$ cat src/rtl/fifo_pkg.sv
// Shared definitions for the 8-bit synchronous FIFO and its read-side packer.
//   FIFO_DATA_WIDTH : default lane width, common to the FIFO and the packer
//   PACK_DEFAULT    : default number of lanes per packed output word
//   pack_state_t    : packer state (FILL collects bytes, HOLD presents a word)
package fifo_pkg;

  localparam int FIFO_DATA_WIDTH = 8;
  localparam int PACK_DEFAULT    = 4;

  typedef enum logic {
    FILL = 1'b0,
    HOLD = 1'b1
  } pack_state_t;

endpackage

$ cat src/rtl/fifo_read_packer.sv
// Drains a show-ahead FIFO one entry per cycle and packs PACK consecutive
// entries into one wide word presented on a valid/ready stream. A flush
// closes a partially filled word early, marking live lanes in out_keep and
// setting out_last.
//
// Ports:
//   clk, reset   : clock, asynchronous active-high reset
//   fifo_rd_en   : pop request (only asserted when fifo_empty=0)
//   fifo_data    : FIFO head entry (show-ahead)
//   fifo_empty   : FIFO empty flag
//   flush        : single-cycle request to emit the buffered partial word
//   out_valid    : packed word valid
//   out_ready    : downstream accept
//   out_data     : packed word, lane 0 (LSBs) = first entry popped
//   out_keep     : per-lane valid mask
//   out_last     : word was closed by a flush
module fifo_read_packer
  import fifo_pkg::*;
#(
  parameter int DATA_WIDTH = FIFO_DATA_WIDTH,
  parameter int PACK       = PACK_DEFAULT,
  parameter int CNT_W      = 3
) (
  input  logic                       clk,
  input  logic                       reset,
  output logic                       fifo_rd_en,
  input  logic [DATA_WIDTH-1:0]      fifo_data,
  input  logic                       fifo_empty,
  input  logic                       flush,
  output logic                       out_valid,
  input  logic                       out_ready,
  output logic [PACK*DATA_WIDTH-1:0] out_data,
  output logic [PACK-1:0]            out_keep,
  output logic                       out_last
);

  pack_state_t                      state;
  logic [CNT_W-1:0]                 byte_cnt;
  logic                             flush_pending;
  logic [PACK-1:0][DATA_WIDTH-1:0]  lanes;
  logic                             flush_req;
  logic                             last_lane;

  // Mask with the lowest n lanes set, i.e. (1 << n) - 1.
  function automatic logic [PACK-1:0] keep_mask(input logic [CNT_W-1:0] n);
    logic [PACK-1:0] m;
    m = '0;
    for (int i = 0; i < PACK; i++) begin
      if (CNT_W'(i) < n) m[i] = 1'b1;
    end
    return m;
  endfunction

  // A flush captured while a word was held is serviced on the next FILL cycle.
  assign flush_req = flush | flush_pending;
  assign last_lane = (byte_cnt == CNT_W'(PACK - 1));

  // Flush takes priority over popping, so a pending flush never races a pop.
  // Reset gates the pop request directly because this path is combinational.
  assign fifo_rd_en = !reset && (state == FILL) && !flush_req && !fifo_empty;

  // Lanes not yet written stay zero because they are cleared on every accept.
  assign out_data = lanes;

  always_ff @(posedge clk or posedge reset) begin
    if (reset) begin
      state         <= FILL;
      byte_cnt      <= '0;
      flush_pending <= 1'b0;
      lanes         <= '0;
      out_valid     <= 1'b0;
      out_keep      <= '0;
      out_last      <= 1'b0;
    end else begin
      case (state)
        FILL: begin
          if (flush_req) begin
            flush_pending <= 1'b0;
            // An empty buffer has nothing to close; the flush is dropped.
            if (byte_cnt != '0) begin
              state     <= HOLD;
              out_valid <= 1'b1;
              out_keep  <= keep_mask(byte_cnt);
              out_last  <= 1'b1;
              byte_cnt  <= '0;
            end
          end else if (!fifo_empty) begin
            for (int i = 0; i < PACK; i++) begin
              if (byte_cnt == CNT_W'(i)) lanes[i] <= fifo_data;
            end
            if (last_lane) begin
              state     <= HOLD;
              out_valid <= 1'b1;
              out_keep  <= '1;
              out_last  <= 1'b0;
              byte_cnt  <= '0;
            end else begin
              byte_cnt <= byte_cnt + CNT_W'(1);
            end
          end
        end
        HOLD: begin
          if (flush) flush_pending <= 1'b1;
          if (out_ready) begin
            state     <= FILL;
            out_valid <= 1'b0;
            lanes     <= '0;
            out_keep  <= '0;
            out_last  <= 1'b0;
          end
        end
        default: state <= FILL;
      endcase
    end
  end

endmodule
$ cat config.mk
export PLATFORM = sky130hd
export DESIGN_NAME = fifo_read_packer
export DESIGN_NICKNAME = d
export VERILOG_FILES = /design/src/rtl/fifo_pkg.sv /design/src/rtl/fifo_read_packer.sv
export SDC_FILE = /design/constraint.sdc
export NUM_CORES = 1
export LEC_CHECK = 0
export ABC_AREA = 1
export BUFFER_PORTS_ARGS = -buffer_cell sky130_fd_sc_hd__clkbuf_2
export CAP_MARGIN = 20
export CORE_MARGIN = 4
export CORE_UTILIZATION = 35
export DETAILED_ROUTE_END_ITERATION = 16
export PLACE_DENSITY_LB_ADDON = 0.08
export SLEW_MARGIN = 5
export SYNTH_ARGS = -nofsm -noshare
export SYNTH_HDL_FRONTEND = slang
export SYNTH_SLANG_ARGS = --single-unit
$ cat constraint.sdc
create_clock -name clk -period 4.5 [get_ports clk]
set_clock_uncertainty 0.15 [all_clocks]
set_input_delay 0.9 -clock clk [delete_from_list [all_inputs] [get_ports clk]]
set_output_delay 0.9 -clock clk [all_outputs]
set_load 0.1 [all_outputs]
==> results.md <==
* Hold Path Sink: out_last
* Worst-path fanout max at 6
* Critical path's slowest cell: clkbuf_2
* Minimum clock period at between 3 and 4 ns
* Async set-or-reset flop fraction in the synthesized netlist at 100%
* Crit-path max cell delay at 0.46 ns
* Syn Area/Cell at around 8.4 um^2
* Final instance area at roughly 2400 um^2
* Clock-pin slew on the worst setup and hold paths at 0.08 ns
* ANT nets after route at 0
* Arr. time, crit path at about 2.1 ns
* GRT Total Usage at 14.7%
* Clk sink count at 43
* Mapped cell area at 1990 um^2
* Top cell type's share of synthesized area at 54.0%
* Number of remaining DRC errors at 0
* TNS Setup at 0 ns
* Setup WS pre-CTS at between 1 and 1.5 ns
* Die W at 83.5 um
* Synthesized instance count at approximately 240
* CP Capture Type: primary output
* Max Slew Vio Count at 0
* Fmax at 321 MHz
* Antenna cells at 0
* Die height at 83.5 um
* H-Tree Depth at 2
* Top-count cell post-synth: nand2_1
* WP buf/inv at 4
* Yosys cell types at 22
* Warnings, synthesis at 0
* Setup CP Type: in2out
* PnR worst setup slack at approximately 1.4 ns
* Worst EP required at 3.45 ns
* PortBufs at between 50 and 60
* Post-synthesis sequential area ratio at between 50% and 60%
* Number of cell rows at 27
* RSZ-0062 raised after global routing: no
* Initial Util at a little over a third
* Clock latency on the worst-skew pair at around 0.30 ns
* FF-to-FF Start: state
* Post-synth EDFFs at 0
* Post-Syn Nets at 253
* Vias in the first global route at about 1,700
* Most common library cells after synthesis: 90 x nand2_1, 43 x dfrtp_1, 20 x o21ai_1
* Core area at roughly 5500 um^2
* Io pins at 52
* Layout cells sized above 1 at 26.0%
* RD Place Congestion at between 0.7 and 0.8
* R2r setup slk at approximately 2.1 ns
* Worst Tran Pin Value at between 0.7 and 0.8 ns
* Final Hold Fails at 0
* Die area at 6970 um^2
* Worst-case reg-to-reg path depth at 7
* Hold Crit Depth at 2
* # setup viols final at 0
* Total Nets Final at roughly 300
* Area after DPL at 2300 um^2
* Cell taking the most area after synthesis: dfrtp_1
* Via/cell ratio at approximately 4.5
* Post-CTS Setup Inserts at 0
* Crit start category: primary input
* Total gr overflow at 0
* DP HPWL at around 3400 um
* Vias at roughly 1,600
* Routed wire per std cell at approximately 13 um
* Total wire length at between 4000 and 5000 um
* Post-CTS Resized at 0
* Critical path's top delay family: buffers and inverters
* Drt pass-1 iters at 4
* CTS buffer count at 5
* Rel. slew slack at about 52%
* Cts hold-fix bufs at 0
* Worst Hold Class: reg2reg
* DR iter-0 viols at roughly 100
* Final Cycle Share at about 69%
* Reg-to-reg endpoint: out_data[8]
* Top_reg_cell synth: dfrtp_1
* Root Buffer: clkbuf_8
* Synth top area cells: dfrtp_1 54%, nand2_1 17%, o21ai_1 5.0%, nand3_1 4.8%, inv_1 3.2%
* # Max-Cap Violations at 0
* CTS Buffer Depth at 2
* Crit-path cells: clkbuf_2 -> inv_1 -> nand2_1 -> inv_1 -> nand2_1 -> nor2_1 -> clkbuf_2
* CTS tree: done
* First-pass GRT wire length at approximately 8300 um
* Initial antenna violation count at 0
* Beginning of the worst hold path: out_last
* Largest net degree at the start of global routing at 44
* Number of synthesized register bits at 43
* Area delta synth->final at 19.6%
* Run status: finished clean
## how the worst max path moves through the flow
stage / start / end / slack, ns / cells after the start
finish: flush / fifo_rd_en / 1.38 / 7
global route: flush / fifo_rd_en / 1.21 / 7
CTS: flush / fifo_rd_en / 1.39 / 7
detailed placement: flush / fifo_rd_en / 1.39 / 7
global placement: flush / fifo_rd_en / 1.42 / 7
floorplan: flush / fifo_rd_en / 0.88 / 5
## cell type report
class | instances | area [um^2]
clock inverter | 2 | 12.5
multi-input combinational | 169 | 795
timing repair buffer | 52 | 263
fill | 585 | 3120
clock buffer | 6 | 72.6
sequential | 43 | 1080
tap | 72 | 90.1
inverter | 20 | 77.6
## layout by cell type, fill, tap and decap left out, types with 3 or more instances in the layout
| master | count |
|---|---|
| o21ai_0 | 6 |
| nand2_1 | 90 |
| nor2_4 | 4 |
| dfrtp_1 | 43 |
| nor2_1 | 14 |
| clkbuf_2 | 51 |
| nand2_2 | 3 |
| ha_1 | 3 |
| o21ai_1 | 20 |
| inv_1 | 17 |
| clkbuf_8 | 5 |
| nand3_1 | 19 |
## per-stage QoR
stage | cells | utilization, % | hold slack [ns]
finish | 364 | 43.3 | 0.327
detailed placement | 356 | 41.8 | 0.311
floorplan | 237 | - | 0.377
global placement | 356 | 41.8 | 0.306
CTS | 364 | 43.3 | 0.332
global route | 364 | 43.3 | 0.354
## per-layer routing
metal	track usage [%]	part of all wire [%]	vias up
li1	-	-	860
met1	21.8	53	749
met2	21.1	42	32
met3	4.15	4.2	5
met4	3.51	1.1	0
met5	0	0	-
## flip-flops by register name, indices dropped and copies added (netlist names)
register       cells
out_data          32
state              1
flush_pending      1
out_last           1
byte_cnt           3
out_keep           4
out_valid          1
## kinds of logic (layout without fill, tap and decap cells)
logic type	Yosys count	after routing	synth area share, %
AO/OA/AOI/OAI	32	32	8.78
adder cells (fa/ha/maj)	3	3	1.88
buffers and inverters	25	80	6.21
flip-flops	43	43	54.0
AND/OR/NAND/NOR	134	134	29.2
## tightest hold or removal path, stage by stage (launching register included)
cell	delay, ns
dfrtp_1	0.35
nand2_1	0.05
nand2_1	0.05
Power is left out: the tool's default activity adds up to more than one toggle a clock period on the data nets, which glitch-free logic cannot reach.
